<file path="config.mk">
export PLATFORM = sky130hd
export DESIGN_NAME = vga_bounce_sprite
export DESIGN_NICKNAME = d
export VERILOG_FILES = /design/src/rtl/vga_bounce_sprite.sv
export SDC_FILE = /design/constraint.sdc
export NUM_CORES = 1
export LEC_CHECK = 0
export BUFFER_PORTS_ARGS = -buffer_cell sky130_fd_sc_hd__buf_2
export CORE_ASPECT_RATIO = 1.2
export CORE_MARGIN = 4
export CORE_UTILIZATION = 25
export DETAILED_ROUTE_END_ITERATION = 10
export PLACE_DENSITY = 0.48
export RECOVER_POWER = 100
export SLEW_MARGIN = 10
export SYNTH_ARGS = -nofsm -noshare
export SYNTH_HDL_FRONTEND = slang
export SYNTH_SLANG_ARGS = --single-unit
export TNS_END_PERCENT = 50
</file>
<file path="constraint.sdc">
create_clock -name clk -period 3.3 [get_ports clk]
set_input_delay 0.66 -clock clk [delete_from_list [all_inputs] [get_ports clk]]
set_output_delay 0.66 -clock clk [all_outputs]
set_load 0.01 [all_outputs]
</file>
<file path="src/rtl/vga_bounce_sprite.sv">
// vga_bounce_sprite: pixel stage between the VGA timing generator and the
// PMOD output mapping. It moves a sprite once per frame, bouncing it off the
// active-area edges, and draws it over a checkerboard background. RGB and the
// sync signals leave together, one clk after hpos/vpos/display_on.
//
// Ports:
//   clk, rst_n            pixel clock, asynchronous active-low reset
//   pause, speed[2:0]     freeze motion / pixels moved per frame per axis
//   hsync_in, vsync_in    sync from the timing generator
//   display_on            active-video flag
//   hpos[9:0], vpos[9:0]  current pixel coordinates
//   hsync_out, vsync_out  sync delayed by 1 clk
//   r, g, b [1:0]         registered colour
//   frame_tick            one-clk pulse per frame (on the vsync leading edge)
//   bounce_count[7:0]     total bounce events, wrapping
//
// Optional feature: define VGA_SPRITE_COLOR_CYCLE_EN to step the sprite colour
// on every bounce. Without it the sprite is fixed white.
module vga_bounce_sprite #(
  parameter int unsigned H_ACTIVE        = 640,
  parameter int unsigned V_ACTIVE        = 480,
  parameter int unsigned BOX_W           = 32,
  parameter int unsigned BOX_H           = 32,
  parameter bit          SYNC_ACTIVE_LOW = 1'b1
) (
  input  logic       clk,
  input  logic       rst_n,
  input  logic       pause,
  input  logic [2:0] speed,
  input  logic       hsync_in,
  input  logic       vsync_in,
  input  logic       display_on,
  input  logic [9:0] hpos,
  input  logic [9:0] vpos,
  output logic       hsync_out,
  output logic       vsync_out,
  output logic [1:0] r,
  output logic [1:0] g,
  output logic [1:0] b,
  output logic       frame_tick,
  output logic [7:0] bounce_count
);

  localparam int unsigned PW = 10;
  localparam int unsigned SW = 11;
  localparam logic [SW-1:0] XMAX    = SW'(H_ACTIVE - BOX_W);
  localparam logic [SW-1:0] YMAX    = SW'(V_ACTIVE - BOX_H);
  localparam logic [SW-1:0] BOX_W_S = SW'(BOX_W);
  localparam logic [SW-1:0] BOX_H_S = SW'(BOX_H);
  localparam logic          SYNC_IDLE = SYNC_ACTIVE_LOW;

  logic          vsync_d;
  logic [PW-1:0] box_x, box_y;
  logic          dir_x, dir_y;        // 1 = moving toward larger coordinates
  logic [PW-1:0] nx, ny;
  logic          ndx, ndy;
  logic          bounce_x, bounce_y;
  logic [SW-1:0] step, x_sum, y_sum;
  logic          do_move;
  logic          in_box;
  logic [1:0]    spr_r, spr_g, spr_b;
  logic [1:0]    pix_r, pix_g, pix_b;

  // Next position/direction for both axes, saturating at the edges
  always_comb begin
    step     = SW'(speed);
    x_sum    = SW'(box_x) + step;
    y_sum    = SW'(box_y) + step;
    nx       = box_x;
    ny       = box_y;
    ndx      = dir_x;
    ndy      = dir_y;
    bounce_x = 1'b0;
    bounce_y = 1'b0;
    if (dir_x) begin
      if (x_sum >= XMAX) begin
        nx = PW'(XMAX); ndx = 1'b0; bounce_x = 1'b1;
      end else begin
        nx = PW'(x_sum);
      end
    end else begin
      if (SW'(box_x) <= step) begin
        nx = '0; ndx = 1'b1; bounce_x = 1'b1;
      end else begin
        nx = PW'(SW'(box_x) - step);
      end
    end
    if (dir_y) begin
      if (y_sum >= YMAX) begin
        ny = PW'(YMAX); ndy = 1'b0; bounce_y = 1'b1;
      end else begin
        ny = PW'(y_sum);
      end
    end else begin
      if (SW'(box_y) <= step) begin
        ny = '0; ndy = 1'b1; bounce_y = 1'b1;
      end else begin
        ny = PW'(SW'(box_y) - step);
      end
    end
  end

  // Motion is applied on the edge that closes the frame_tick cycle
  assign do_move = frame_tick && !pause && (speed != 3'd0);

`ifdef VGA_SPRITE_COLOR_CYCLE_EN
  logic [2:0] color_idx;

  // Colour index walks 1..7, never 0, one step per bounce event
  always_ff @(posedge clk or negedge rst_n) begin
    if (!rst_n) begin
      color_idx <= 3'd7;
    end else if (do_move && (bounce_x || bounce_y)) begin
      color_idx <= (color_idx == 3'd7) ? 3'd1 : color_idx + 3'd1;
    end
  end

  assign spr_r = {2{color_idx[0]}};
  assign spr_g = {2{color_idx[1]}};
  assign spr_b = {2{color_idx[2]}};
`else
  assign spr_r = 2'b11;
  assign spr_g = 2'b11;
  assign spr_b = 2'b11;
`endif

  // Pixel colour: blank, sprite, or checkerboard background
  always_comb begin
    in_box = (SW'(hpos) >= SW'(box_x)) && (SW'(hpos) < SW'(box_x) + BOX_W_S) &&
             (SW'(vpos) >= SW'(box_y)) && (SW'(vpos) < SW'(box_y) + BOX_H_S);
    pix_r = 2'b00;
    pix_g = 2'b00;
    pix_b = 2'b00;
    if (display_on) begin
      if (in_box) begin
        pix_r = spr_r; pix_g = spr_g; pix_b = spr_b;
      end else if (hpos[5] ^ vpos[5]) begin
        pix_r = 2'b01; pix_g = 2'b01; pix_b = 2'b01;
      end
    end
  end

  // vsync_d resets to the active level so a vsync held active through reset
  // release cannot fake a frame edge.
  always_ff @(posedge clk or negedge rst_n) begin
    if (!rst_n) begin
      hsync_out    <= SYNC_IDLE;
      vsync_out    <= SYNC_IDLE;
      vsync_d      <= ~SYNC_IDLE;
      frame_tick   <= 1'b0;
      r            <= 2'b00;
      g            <= 2'b00;
      b            <= 2'b00;
      box_x        <= '0;
      box_y        <= '0;
      dir_x        <= 1'b1;
      dir_y        <= 1'b1;
      bounce_count <= 8'd0;
    end else begin
      hsync_out  <= hsync_in;
      vsync_out  <= vsync_in;
      vsync_d    <= vsync_in;
      frame_tick <= ((vsync_in ^ SYNC_IDLE) == 1'b1) && ((vsync_d ^ SYNC_IDLE) == 1'b0);
      r          <= pix_r;
      g          <= pix_g;
      b          <= pix_b;
      if (do_move) begin
        box_x <= nx;
        box_y <= ny;
        dir_x <= ndx;
        dir_y <= ndy;
        if (bounce_x || bounce_y) begin
          bounce_count <= bounce_count + 8'd1;
        end
      end
    end
  end

endmodule

</file>
==> impl_metrics.ini <==
[power_and_ir_drop]
power_mw = 3.15
irDropWorstVdd_mv = 0.256
powerDensity_nw_per_um2 = 759
leakagePower_nw = 1.82

[logic_synthesis]
synthMuxAreaShare_pct = 0.985
synth_top_cells_by_count = ha_1 (47), inv_1 (35), dfrtp_1 (32)
synth_compound_area_share_pct = 26.7
synth-simple-area-share_pct = 16.5
syn_inst = 401
yosysTopAreaCellShare_pct = 22.5
yosysMostFrequentCell = ha_1
synthFlopType = dfrtp_1
yosys.area.top_type = dfrtp_1
ys_ff_latch = 36
synth_top_family_by_area = compound AO/OA/AOI/OAI gates
synth_edf_count = 0
synth.yosys.seq_area_share_pct = 25.5
synth_warnings = 0
async_reset_ff_share_pct = 100
syn_avg_cell_area_sq_um = 8.87
ys_types = 67
syn_area_sq_um = 3560
synth.area.top_cells = dfrtp_1 (23%), ha_1 (17%), inv_1 (3.7%)
synth_xor_area_share_pct = 5.41
synth_fa_ha_area_share_pct = 18.8
syn_nets = 481

[outcome]
violations = capacitance limit, slew limit
status = finished, violations left

[global_route]
grt-ovfl-total = 0
grt_usage_pct = 13.1
grt_pass1_vias = 3413
grt_pass1_wl_microns = 17200
antenna_found_initial = 0
grt_max_degree = 37

[sta]
rsz0062_at_grt = no
finalCritPeriodShare_pct = 90.9
fin_skew_ns = 0.0117
relSlewSlack_pct = -44.0
fin_crit_ns = 3.00
tightestPinTransition_ns = 2.16
hold_ws_ns = 0.463
finalSetupViolations = 0
fin_tns_setup_ns = 0
slew_violations = 37
final_hold_viol_count = 0
max_freq_ghz = 0.333

[clocking]
cts_resized = 0
root_buffer = clkbuf_16
clock_tree.buffer_depth = 2
cts_sinks = 36
post_cts_buffers = 0
numCtsBuffers = 5
holdBufCountCts = 0
htreeDepth = 2
cts_tree = yes
path_clk_slew_ns = 0.06
clkLatencyLatePin_ns = 0.29

[min_path]
worstHoldPathType = input pin to register

[placement]
dp.cells = 619
port_buffers = 45
placed_cell_area_sq_um = 4060
place.gp.congestion = 0.948
dp_hpwl_microns = 8310

[drt]
ant_nets = 0
drt-initial-drc-count = 145
drc = 0
wl_per_cell_microns = 16.6
finalWirelength_microns = 10400
detailroute.via_count = 3235
dr.pass1.iters = 4
vias_per_cell = 5.16

[final_layout]
finalNonFillerCells = 627
fillers = 1513
final_nets = 535
drive_gt1_share_pct = 14.5
finalInstanceArea_sq_um = 4150
syn2layout_area_growth_pct = 16.7
diodes = 0

[worst_setup_path]
crit_required_ns = 3.47
worstPathArrival_ns = 3.17
path_class = input pin to register
start_kind = input pin
crit_fanout = 4
critical_path.endpoint_type = register

[floorplan]
fp-row-count = 47
ioPinCount = 46
core_sq_um = 13900
die_area_sq_um = 16200
start_util_pct = 25.6
die_h_microns = 139
die_w_microns = 117

[flow_run]
drv_cap = 1
flip-flops by register name, summed over array words and instances (netlist names):
| name | count |
|---|---|
| dir_y | 1 |
| b | 2 |
| vsync_d | 1 |
| bounce_count | 8 |
| dir_x | 1 |
| frame_tick | 1 |
| vsync_out | 1 |
| box_x | 10 |
| box_y | 10 |
| hsync_out | 1 |
stage by stage:
| stage | utilization, % | setup WS [ns] |
|---|---|---|
| floorplan | - | 0.296 |
| global placement | 29.2 | 0.0617 |
| detailed placement | 29.2 | 0.0534 |
| CTS | 30.4 | 0.351 |
| global route | 29.9 | 0.122 |
| finish | 29.9 | 0.300 |
cell families (layout without fill, tap and decap cells):
kind of cell,count (synthesis),after routing
and+or+nand+nor,107,107
xor gates and xnor gates,22,22
buffers and inverters,52,107
AOI/OAI and AO/OA,130,130
adders and majority gates,51,51
DFF,36,36
muxes,3,3
where the power goes:
| group | switching (mW) | leakage, nW | total [mW] | internal, mW |
|---|---|---|---|---|
| logic | 1.01 | 1.30 | 1.77 | 0.761 |
| clock network | 0.199 | 0.0808 | 0.555 | 0.356 |
| registers | 0.247 | 0.437 | 0.827 | 0.580 |
final timing paths:
path,start,end,slack [ns],depth (start not counted)
worst max register to register,box_x[0],bounce_count[1],0.40,9
worst max-delay path,speed[0],bounce_count[1],0.30,10
worst min-delay path,hsync_in,hsync_out,0.46,1
worst min register to register,bounce_count[7],bounce_count[7],0.47,1
min in group asynchronous,rst_n,box_y[6],0.99,1
max in group asynchronous,rst_n,bounce_count[4],1.06,1
worst max-delay path, stage by stage:
cell,delay (ns)
buf_2,0.13
ha_1,0.23
fa_1,0.39
nor2b_1,0.17
o2111ai_1,0.32
mux2i_1,0.31
o2111ai_2,0.19
a32oi_1,0.31
nor2_1,0.12
mux2_4,0.33
layer usage:
layer  global-route usage (%)  vias to the layer above  part of all wire, %
li1                         -                     1589                    -
met4                     5.13                        0                  2.3
met2                     20.6                       86                   47
met3                     2.75                       14                  5.8
met5                        0                        -                    0
met1                     17.5                     1546                   45
cells in the final DEF, fill, tap and decap left out, types with 7 or more instances in the layout:
master     n
xor2_1     7
nand2b_1   9
nor2_1    19
clkbuf_1  25
dfrtp_1   32
ha_1      47
o21ai_0   24
buf_2     26
buf_4     13
inv_1     35
nor2b_1    9
o21a_1     8
a21oi_1   26
nand2_1   20
a221oi_1   7
nor3_1    10
xnor2_1   15
cell type report:
class | count | area (sq um) | share of cell area, %
inverters | 36 | 135 | 3.25
clock buffers | 6 | 129 | 3.10
well taps | 171 | 214 | 5.15
clock inverters | 2 | 35.0 | 0.844
repair buffers | 63 | 318 | 7.66
flip-flops and latches | 36 | 906 | 21.8
multi-input cells | 313 | 2410 | 58.2
(Power assumes the default switching activity.)
